### src/rtl/cascade_flex_counter_pkg.sv
// Shared types for the cascaded flexible counter.
// Wrap-mode encodings and a helper that folds the reserved code onto wrap-to-zero.
// No logic state lives here.
package cascade_flex_counter_pkg;

    typedef enum logic [1:0] {
        WRAP_ZERO = 2'b00,
        WRAP_ONE  = 2'b01,
        SATURATE  = 2'b10
    } wrap_mode_t;

    // Encoding 2'b11 is reserved and behaves exactly like WRAP_ZERO.
    localparam logic [1:0] WRAP_RSVD = 2'b11;

    function automatic logic [1:0] norm_mode(input logic [1:0] m);
        return (m == WRAP_RSVD) ? WRAP_ZERO : m;
    endfunction

endpackage

### src/rtl/flex_counter_ch.sv
// One flexible counter channel: clear > load > count > hold, with per-cycle rollover and wrap mode.
// Count, flag and wrap_pulse are registered (1 cycle); wrap_ev and flag_nxt are combinational.
// No backpressure; the channel advances only when en is high.
module flex_counter_ch
    import cascade_flex_counter_pkg::*;
#(
    parameter int CNT_BITS = 10
) (
    input  logic                clk,
    input  logic                rst,
    input  logic                en,
    input  logic                clear,
    input  logic                load,
    input  logic [CNT_BITS-1:0] load_val,
    input  logic [CNT_BITS-1:0] rollover_val,
    input  logic [1:0]          mode,
    output logic [CNT_BITS-1:0] count,
    output logic                flag,
    output logic                wrap_ev,
    output logic                wrap_pulse,
    output logic                flag_nxt
);

    localparam logic [CNT_BITS-1:0] CNT_ONE = CNT_BITS'(1);

    logic [CNT_BITS-1:0] count_q, count_d;
    logic                flag_q, flag_d;
    logic                wrap_pulse_q, wrap_pulse_d;
    logic [1:0]          mode_n;
    logic                at_term;

    // Next-state: a wrap event is suppressed whenever clear or load takes the channel.
    always_comb begin
        mode_n       = norm_mode(mode);
        at_term      = (count_q == rollover_val);
        wrap_ev      = en & at_term & (mode_n != SATURATE) & ~clear & ~load;
        count_d      = count_q;
        if (clear) begin
            count_d = '0;
        end else if (load) begin
            count_d = load_val;
        end else if (en) begin
            if (at_term) begin
                case (mode_n)
                    WRAP_ONE: count_d = CNT_ONE;
                    SATURATE: count_d = count_q;
                    default:  count_d = '0;
                endcase
            end else begin
                count_d = count_q + CNT_ONE;
            end
        end
        flag_d       = ~clear & (count_d == rollover_val);
        wrap_pulse_d = wrap_ev;
    end

    // State registers with synchronous reset.
    always_ff @(posedge clk) begin
        if (rst) begin
            count_q      <= '0;
            flag_q       <= 1'b0;
            wrap_pulse_q <= 1'b0;
        end else begin
            count_q      <= count_d;
            flag_q       <= flag_d;
            wrap_pulse_q <= wrap_pulse_d;
        end
    end

    assign count      = count_q;
    assign flag       = flag_q;
    assign wrap_pulse = wrap_pulse_q;
    assign flag_nxt   = flag_d;

endmodule

### src/rtl/cascade_flex_counter.sv
// NUM_CH flexible counters; with CASCADE, channel i steps only on channel i-1's wrap event.
// All outputs registered, 1-cycle latency; the cascade is one combinational chain so all wraps align.
// No backpressure; per-channel count_enable gates advancement.
module cascade_flex_counter
    import cascade_flex_counter_pkg::*;
#(
    parameter int NUM_CH   = 2,
    parameter int CNT_BITS = 10,
    parameter bit CASCADE  = 1'b1
) (
    input  logic                         clk,
    input  logic                         rst,
    input  logic [NUM_CH-1:0]            clear,
    input  logic [NUM_CH-1:0]            load,
    input  logic [NUM_CH*CNT_BITS-1:0]   load_val,
    input  logic [NUM_CH-1:0]            count_enable,
    input  logic [NUM_CH*CNT_BITS-1:0]   rollover_val,
    input  logic [2*NUM_CH-1:0]          wrap_mode,
    output logic [NUM_CH*CNT_BITS-1:0]   count_out,
    output logic [NUM_CH-1:0]            rollover_flag,
    output logic [NUM_CH-1:0]            wrap_pulse,
    output logic                         all_terminal
);

    logic [NUM_CH-1:0] flag_nxt_v;
    logic [NUM_CH-1:0] wrap_ev_v;
    logic              all_terminal_q;
    logic              unused_wrap_ev;

    for (genvar gi = 0; gi < NUM_CH; gi++) begin : g_ch
        logic en;
        logic wrap_ev;
        logic flag_nxt;

        if (CASCADE && (gi > 0)) begin : g_casc
            assign en = count_enable[gi] & g_ch[gi-1].wrap_ev;
        end else begin : g_ind
            assign en = count_enable[gi];
        end

        flex_counter_ch #(
            .CNT_BITS (CNT_BITS)
        ) u_ch (
            .clk          (clk),
            .rst          (rst),
            .en           (en),
            .clear        (clear[gi]),
            .load         (load[gi]),
            .load_val     (load_val[gi*CNT_BITS +: CNT_BITS]),
            .rollover_val (rollover_val[gi*CNT_BITS +: CNT_BITS]),
            .mode         (wrap_mode[2*gi +: 2]),
            .count        (count_out[gi*CNT_BITS +: CNT_BITS]),
            .flag         (rollover_flag[gi]),
            .wrap_ev      (wrap_ev),
            .wrap_pulse   (wrap_pulse[gi]),
            .flag_nxt     (flag_nxt)
        );

        assign flag_nxt_v[gi] = flag_nxt;
        assign wrap_ev_v[gi]  = wrap_ev;
    end

    // The last channel's wrap event has no consumer.
    assign unused_wrap_ev = ^wrap_ev_v;

    // all_terminal is formed from next-state flags so it lines up with rollover_flag.
    always_ff @(posedge clk) begin
        if (rst) begin
            all_terminal_q <= 1'b0;
        end else begin
            all_terminal_q <= &flag_nxt_v;
        end
    end

    assign all_terminal = all_terminal_q;

endmodule

### config.mk
export PLATFORM = sky130hd
export DESIGN_NAME = cascade_flex_counter
export DESIGN_NICKNAME = d
export VERILOG_FILES = /design/src/rtl/cascade_flex_counter_pkg.sv /design/src/rtl/flex_counter_ch.sv /design/src/rtl/cascade_flex_counter.sv
export SDC_FILE = /design/constraint.sdc
export NUM_CORES = 1
export LEC_CHECK = 0
export CORE_MARGIN = 8
export CORE_UTILIZATION = 60
export DETAILED_ROUTE_END_ITERATION = 6
export DONT_BUFFER_PORTS = 1
export GPL_TIMING_DRIVEN = 0
export HOLD_SLACK_MARGIN = 0.08
export PLACE_DENSITY_LB_ADDON = 0.12
export SYNTH_ARGS = -nofsm -noshare
export SYNTH_HDL_FRONTEND = slang
export SYNTH_SLANG_ARGS = --single-unit
export TNS_END_PERCENT = 50
### constraint.sdc
create_clock -name clk -period 10.1 [get_ports clk]
set_input_delay 2.02 -clock clk [delete_from_list [all_inputs] [get_ports clk]]
set_output_delay 2.02 -clock clk [all_outputs]
set_load 0.01 [all_outputs]
Yosys cells after proc, flatten, opt, wreduce, memory -nomap -nowiden
Cells that the tools add are included. W data, S select, Z words.

$add $sub $neg: 2. Multiply operators: 0. Div/mod/pow operators: 0. Magnitude comparators: 0. Equal/unequal tests: 12. Shift operators: 0. Muxes and demuxes: 12. Bitwise gates (word level): 15. Reductions and logical operators: 1.

Operators with widths (count): $mux W10 (8); $eq A10 B10 Y1 (4); $pmux W10 S2 (2); $add A10 B1 Y10 const B (2); $and A1 B1 Y1 (11); $eq A2 B2 Y1 const B (4); $eq A2 B1 Y1 const B (2); $mux W2 (2); $ne A2 B2 Y1 const B (2); $not A1 Y1 (4); $reduce_and A2 Y1 (1).

Bits in registers: 25. Bits in latches: 0. Bits in writable memories: 0. Bits in read-only memories: 0. Bits of input ports: 52. Output and inout port bits: 25. Word-level logic and storage cells: 49. Memories kept: 0.

Longest topological paths before layout
Gate-level depths: netlist (run 1).

Word-level depth: 13. Gate-level depth with buffers: 12. Mapped depth without buffers: 11.

Cells and area by module
From an unflattened synthesis (run 1), not the netlist that was laid out.

Cell total of the unflattened synthesis: 355. Area total of the unflattened synthesis: 2782.7 um^2.

Modules (own cells, without submodules): flex_counter_ch (instances 2, cells an instance 176, area each 1373.8 um^2, seq. area each 240.2 um^2); cascade_flex_counter (instances 1, cells an instance 3, area each 35.0 um^2, seq. area each 20.0 um^2).

Least setup slack after synthesis (run 1)
OpenSTA, ideal clock, no wires.

Path kind: input -> register. Start: input port rollover_val[9]. End: register all_terminal_q (netlist: all_terminal). Setup time: 0.092 ns. Arrival time: 4.526 ns. Required time: 10.008 ns. Path slack: 5.483 ns. Stages on the path: 10. Buffers on the path: 1. Cells stage by stage: xor2_1 or4_4 buf_6 o41ai_1 o21ai_0 xnor2_1 or4b_1 o311ai_0 nand3_1 nor4_1.

Cells in the longest elaborated chain, start to end: 12. Elaborated cells between the ends (all ways): 18. Those cells by class: eq/ne (3); mux (7); bitwise (7); reduce/logical (1).

RTL lines: start: declaration (RTL line cascade_flex_counter.sv:17) `input logic [NUM_CH*CNT_BITS-1:0] rollover_val,`; $eq A10 B10 Y1 (RTL line flex_counter_ch.sv:35) `at_term = (count_q == rollover_val);`; $and A1 B1 Y1 (4 in a row) (RTL line flex_counter_ch.sv:36) `wrap_ev = en & at_term & (mode_n != SATURATE) & ~clear & ~load;`; $and A1 B1 Y1 (RTL line cascade_flex_counter.sv:36) `assign en = count_enable[gi] & g_ch[gi-1].wrap_ev;`; $mux W10 (RTL line flex_counter_ch.sv:42) `end else if (en) begin`; $mux W10 (RTL line flex_counter_ch.sv:40) `end else if (load) begin`; $mux W10 (RTL line flex_counter_ch.sv:38) `if (clear) begin`; $eq A10 B10 Y1 (RTL line flex_counter_ch.sv:53) `flag_d = ~clear & (count_d == rollover_val);`; $and A1 B1 Y1 (RTL line flex_counter_ch.sv:53); $reduce_and A2 Y1 * (RTL line cascade_flex_counter.sv:71) `all_terminal_q <= &flag_nxt_v;`; end signal: assignment (RTL line cascade_flex_counter.sv:71); end: declaration (RTL line cascade_flex_counter.sv:27) `logic all_terminal_q;`.

Mark *: on every way between the ends. The rest lies on a longest branch, timed or not. A chain may end at the register's enable or synchronous reset.

Final worst setup path (run 1)
Start: input port rollover_val[9]. End: register g_ch[1].u_ch.flag_q.

Cells in the longest elaborated chain, start to end: 11.

RTL lines: $eq A10 B10 Y1 (RTL line flex_counter_ch.sv:35); $and A1 B1 Y1 (4 in a row) (RTL line flex_counter_ch.sv:36); $and A1 B1 Y1 (RTL line cascade_flex_counter.sv:36); $mux W10 (RTL line flex_counter_ch.sv:42); $mux W10 (RTL line flex_counter_ch.sv:40); $mux W10 (RTL line flex_counter_ch.sv:38); $eq A10 B10 Y1 (RTL line flex_counter_ch.sv:53); $and A1 B1 Y1 (RTL line flex_counter_ch.sv:53); end signal: assignment (RTL line flex_counter_ch.sv:65) `flag_q <= flag_d;`; end: declaration (RTL line flex_counter_ch.sv:27) `logic flag_q, flag_d;`.

Every way passes these cells.

==> flow_summary.ini, run 1 <==
[outcome]
status = finished clean

[final_layout]
drive_above_1_share = 0.0767
diodes = 0
nets = 476
area_growth_pct = 4.50

[cts]
worstSkewPairLatency_ns = 0.28
cts-root-buf = clkbuf_8
clk_pin_slew_ns = 0.11
cts-resized-gates = 0
clock-sinks = 25
hold_buffers = 0
cts_tree = done
cts-buffers-inserted = 3
cts_max_path_buffers = 2
cts_setup_buffers = 0
cts_max_level = 1

[timing]
rsz0062_at_grt = no
setup_violations = 0
fin_tns_setup_ns = 0
fin_crit_sh = 0.481
relSlewSlack = 0.519
maxSlewViolCount = 0
fmax_mhz = 206
whs_ns = 0.694
tightestPinTransition_ns = 0.715
fin_skew_ns = 0.00474
hold_viol_final = 0
fin_crit_ns = 4.86
layout_setup_ws_ns = 5.24

[global_route]
antenna_found_initial = 0
first_global_vias = 3163
global_route.usage.total = 0.264
grt_pass1_wl_microns = 15800
grt_start_max_net_pins = 16
overflow = 0

[floorplanning]
die_w_microns = 86.1
die_area_sq_mm = 0.00740
ios = 77
start_util = 0.623
fp.dieH_microns = 86.1
coreArea_sq_mm = 0.00472
rows = 25

[synthesis]
yosysTopAreaCell = dfxtp_1
synthCells = 413
synth.ff_latch_count = 25
netlist_area_sq_mm = 0.00294
synth_warnings = 0
synth-edff-count = 0
seq_area_frac_synth = 0.170
synthesis.nets = 471
async_flop_share = 0
ys.flop_type = dfxtp_1
yosysUniqueCellTypes = 64
syn_avg_cell_area_sq_um = 7.13
synth_top_area_frac = 0.170
synth_area_leaders = dfxtp_1 17%, xor2_1 6.5%, nor2_1 6.0%

[route]
dr.pass1.iters = 4
drt_iter0_drc = 222
num_vias = 3245
drc = 0
antenna_left = 0
vias_per_cell = 6.70
wl_per_cell_microns = 20.3
finalWirelength_microns = 9840

[place]
gp_congestion = 0.990
dp_hpwl_microns = 7860
portBuffers = 0
place_ws_ns = 4.99

[min_path]
hold_path.class = flop to flop

[critical_path]
worstSetupPathType = input pin to flop
cp.required_ns = 10.29
path_max_fanout = 8
setup.worst_path.end_class = flop
start_kind = input pin
worstPathArrival_ns = 5.05

[power_and_ir_drop]
totalPowerFinal_mw = 0.246
p_per_area_mw_per_mm2 = 80.0
irDropWorstVdd_v = 0.0000506
p_leak_nw = 1.11

[job]
maxCapViolations = 0
[worst max-delay path, cell delays in order]
cell,delay [ns]
xor2_1,0.17
or4_4,0.60
nor4_2,0.62
nand2_1,0.40
nand3_1,0.18
o2111ai_1,0.11
nor4_1,0.44
nand4_1,0.22
nor4_1,0.28
[state kept, by name, indices dropped and copies added, names as in the netlist]
signal,count
all_terminal,1
g_ch.u_ch.count,20
g_ch.u_ch.flag,2
g_ch.u_ch.wrap_pulse,2
[where the power goes]
group	internal [mW]	leakage, nW	total (mW)	switching [mW]
logic	0.0277	0.884	0.0711	0.0434
registers	0.102	0.204	0.108	0.00638
clock network	0.0281	0.0217	0.0670	0.0389
total	0.158	1.11	0.246	0.0887
[per-layer routing]
metal | vias to the layer above | GRT usage | wire [microns]
li1 | 1536 | - | -
met5 | - | 0 | 0
met4 | 0 | 0.134 | 448
met3 | 38 | 0.0602 | 982
met2 | 192 | 0.470 | 4880
met1 | 1479 | 0.284 | 3530
[cell usage after synthesis (all sizes together) (4+ instances only)]
library cell / n
a211oi: 5
inv: 14
nand2: 29
nor2b: 9
nand2b: 4
nor4: 11
clkbuf: 23
o21ai: 6
buf: 11
a31oi: 6
o31ai: 5
nor3: 24
mux2i: 8
and3: 7
nand4: 10
o22ai: 4
xnor2: 15
a21oi: 25
dfxtp: 25
a22oi: 4
ha: 6
nor3b: 5
a221oi: 5
nand3: 20
nor2: 47
and4: 6
xor2: 22
or2: 4
[cell families after synthesis]
logic type / Yosys count / share of synthesized area
AO/OA/AOI/OAI: 93 / 0.231
XOR/XNOR: 37 / 0.110
AND/OR/NAND/NOR: 192 / 0.348
buffers and inverters: 49 / 0.0765
multiplexers: 11 / 0.0387
flip-flops: 25 / 0.170
adder cells (fa/ha/maj): 6 / 0.0255
[path summary, 6_finish.rpt]
| kind | startpoint | endpoint | slack [ns] | cells after the start |
|---|---|---|---|---|
| max | rollover_val[9] | g_ch[1].u_ch.flag | 5.24 | 9 |
| min reg2reg | g_ch[0].u_ch.count[9] | g_ch[0].u_ch.count[9] | 0.69 | 2 |
| min | g_ch[0].u_ch.count[9] | g_ch[0].u_ch.count[9] | 0.69 | 2 |
| max reg2reg | g_ch[0].u_ch.count[5] | g_ch[1].u_ch.flag | 6.45 | 10 |
[through the flow]
stage,std cells,cell area [sq um],util
2_1_floorplan,413,2940,-
3_3_place_gp,480,3030,0.641
3_5_place_dp,480,3030,0.641
4_1_cts,484,3080,0.651
5_1_grt,484,3080,0.651
6_report,484,3080,0.651
[final cells by class]
class | instances | area (sq um)
clock inverter | 1 | 7.51
tap | 67 | 83.8
buffer | 34 | 169
fill | 449 | 1650
sequential | 25 | 500
clock buffer | 3 | 41.3
inverter | 15 | 56.3
multi-input combinational | 339 | 2220
[layout by cell type, fill, tap and decap left out, drive strengths merged, types with 6 or more instances in the layout]
cell type,count
inv,14
nor2b,9
a21oi,25
nor4,11
dfxtp,25
nor2,47
nor3,24
nand4,10
xnor2,15
xor2,22
buf,11
and4,6
clkbuf,26
ha,6
mux2i,8
a31oi,6
nand3,20
o21ai,6
and3,7
nand2,29
(Power assumes the default switching activity.)
==> inputs of run 2 (changes only) <==
--- a/config.mk
+++ b/config.mk
@@ -5,8 +5,9 @@
 export SDC_FILE = /design/constraint.sdc
 export NUM_CORES = 1
 export LEC_CHECK = 0
+export ABC_AREA = 1
 export CORE_MARGIN = 8
-export CORE_UTILIZATION = 60
+export CORE_UTILIZATION = 59
 export DETAILED_ROUTE_END_ITERATION = 6
 export DONT_BUFFER_PORTS = 1
 export GPL_TIMING_DRIVEN = 0
==> constraint.sdc (replaced) <==
create_clock -name clk -period 4.12 [get_ports clk]
set_input_delay 0.824 -clock clk [delete_from_list [all_inputs] [get_ports clk]]
set_output_delay 0.824 -clock clk [all_outputs]
set_load 0.01 [all_outputs]
==> flow_summary.ini, run 2 <==
[critical_path]
path_max_fanout = 6
cp_slowest_stage_delay_ns = 0.55
setup.worst_path.end_class = flop
path_cells = inv_2, nand2_1, nand2_1, nor2_2, inv_2, nor2_4, nand4_4, nor2_4, nand3_1, nand3_2, nand2_1, nand2_1, nand2_1, nor2_1, nand2_1, nor2_1, nand2_1, nor2_1
crit_start = g_ch[0].u_ch.count[5]
crit_top_cell = nand2_1
cp.required_ns = 4.34
worstPathArrival_ns = 2.72
start_kind = flop
cp_slowest_cell = dfxtp_1
worstSetupPathType = flop to flop
rr_startpoint = g_ch[0].u_ch.count[5]

[power_and_ir_drop]
totalPowerFinal_mw = 0.611
p_per_area_mw_per_mm2 = 205
irDropWorstVdd_v = 0.000134
p_leak_nw = 1.52

[synthesis]
synthCells = 532
synth_top_area_frac = 0.240
netlist_area_sq_mm = 0.00287
synth_area_leaders = nand2_1 24%, dfxtp_1 17%, nor2_1 12%
yosysUniqueCellTypes = 37
ys.flop_type = dfxtp_1
synth_warnings = 0
seq_area_frac_synth = 0.175
synthesis.nets = 590
synth.ff_latch_count = 25
async_flop_share = 0
synth_most_common_cell = nand2_1
yosysTopAreaCell = nand2_1
synth_commonest_cells = 183 x nand2_1, 95 x nor2_1, 56 x inv_1
synth-edff-count = 0
syn_avg_cell_area_sq_um = 5.39

[final_layout]
fill_cells = 484
fin_area_sq_mm = 0.00298
final_cell_mix = 183 x nand2_1, 95 x nor2_1, 56 x inv_1, 43 x nand3_1, 25 x dfxtp_1
final_common_cell = nand2_1
nets = 595
area_growth_pct = 4.06
largest_reg_flops = 20
diodes = 0
drive_above_1_share = 0.0970

[cts]
cts_max_path_buffers = 2
cts-resized-gates = 0
clock-sinks = 25
cts-buffers-inserted = 3
cts_tree = done
cts_max_level = 1
hold_buffers = 0
clk_pin_slew_ns = 0.11
cts-root-buf = clkbuf_8
cts_setup_buffers = 0
worstSkewPairLatency_ns = 0.28

[global_route]
antenna_found_initial = 0
grt_pass1_wl_microns = 14000
grt_start_max_net_pins = 16
first_global_vias = 3066
global_route.usage.total = 0.231
overflow = 0

[timing]
fin_skew_ns = 0.00855
rsz0062_at_grt = no
relSlewSlack = 0.625
fin_tns_setup_ns = 0
hold_viol_final = 0
whs_ns = 0.595
fmax_mhz = 400
fin_crit_ns = 2.50
setup_violations = 0
fin_crit_sh = 0.607
tightestPinTransition_ns = 0.562
maxSlewViolCount = 0

[route]
met1_length_microns = 3250
top_layer_used = met4
wl_met3_microns = 631
drt_iter0_drc = 192
num_vias = 3252
dr.pass1.iters = 5
finalWirelength_microns = 8540
drc = 0
wl_per_cell_microns = 14.5
vias_per_cell = 5.51
dr_wl_met2_microns = 4520
antenna_left = 0

[floorplanning]
ios = 77
die_w_microns = 85.7
fp.dieH_microns = 85.7
coreArea_sq_mm = 0.00469
start_util = 0.611
rows = 25
die_area_sq_mm = 0.00734

[place]
place_area_sq_mm = 0.00293
dp_hpwl_microns = 6720
gp_congestion = 0.904
portBuffers = 0

[min_path]
hold_path.class = input pin to flop
hold_start = rst

[job]
maxCapViolations = 0

[outcome]
status = finished clean
run 2: cell count changes after synthesis, moves of 13 or more:
cell	before	now
xnor2_1	15	1
clkbuf_1	23	6
inv_1	14	56
nor2_1	47	95
nand3_1	20	43
nand2_1	29	183
a21oi_1	25	12
run 2: path summary, 6_finish.rpt:
check / slack (ns) / endpoint / cells past startpoint
min reg2reg: 0.72 / g_ch[0].u_ch.count[1] / 4
max reg2reg: 1.62 / all_terminal / 18
min: 0.60 / g_ch[0].u_ch.count[7] / 1
max: 1.62 / all_terminal / 18
run 2: metal layers:
layer / GRT usage / vias to the layer above
met4: 0.0732 / 0
met5: 0 / -
met2: 0.444 / 121
met1: 0.248 / 1460
met3: 0.0382 / 14
li1: - / 1657
run 2: kinds of logic after synthesis:
kind of cell               share of synthesized area
DFF                                            0.175
and+or+nand+nor                                0.558
buffers and inverters                          0.135
adders and majority gates                     0.0262
xor gates and xnor gates                      0.0397
AOI/OAI and AO/OA                             0.0664
run 2: critical path, delay by kind of cell (launching register included):
| family | cells | cell delay, ns |
|---|---|---|
| DFF | 1 | 0.55 |
| and+or+nand+nor | 16 | 1.73 |
| buffers and inverters | 2 | 0.17 |
run 2: final cells by class:
| class | count | area, sq um | share of cell area |
|---|---|---|---|
| flip-flops and latches | 25 | 500 | 0.168 |
| well taps | 54 | 67.6 | 0.0227 |
| plain buffers | 21 | 144 | 0.0482 |
| clock inverters | 1 | 7.51 | 0.00252 |
| multi-input cells | 421 | 1980 | 0.663 |
| clock buffers | 3 | 41.3 | 0.0138 |
| inverters | 65 | 244 | 0.0818 |
run 2: metrics by stage:
stage | std cells | util | setup WS, ns
2_1_floorplan | 532 | - | 1.83
5_1_grt | 590 | 0.636 | 1.38
4_1_cts | 590 | 0.636 | 1.61
6_report | 590 | 0.636 | 1.62
3_3_place_gp | 586 | 0.625 | 1.41
3_5_place_dp | 586 | 0.625 | 1.39
run 2: where the power goes:
| part | switching [mW] | internal [mW] | leakage [nW] |
|---|---|---|---|
| sequential | 0.0201 | 0.251 | 0.204 |
| combinational | 0.115 | 0.0606 | 1.29 |
| clock | 0.0966 | 0.0689 | 0.0217 |
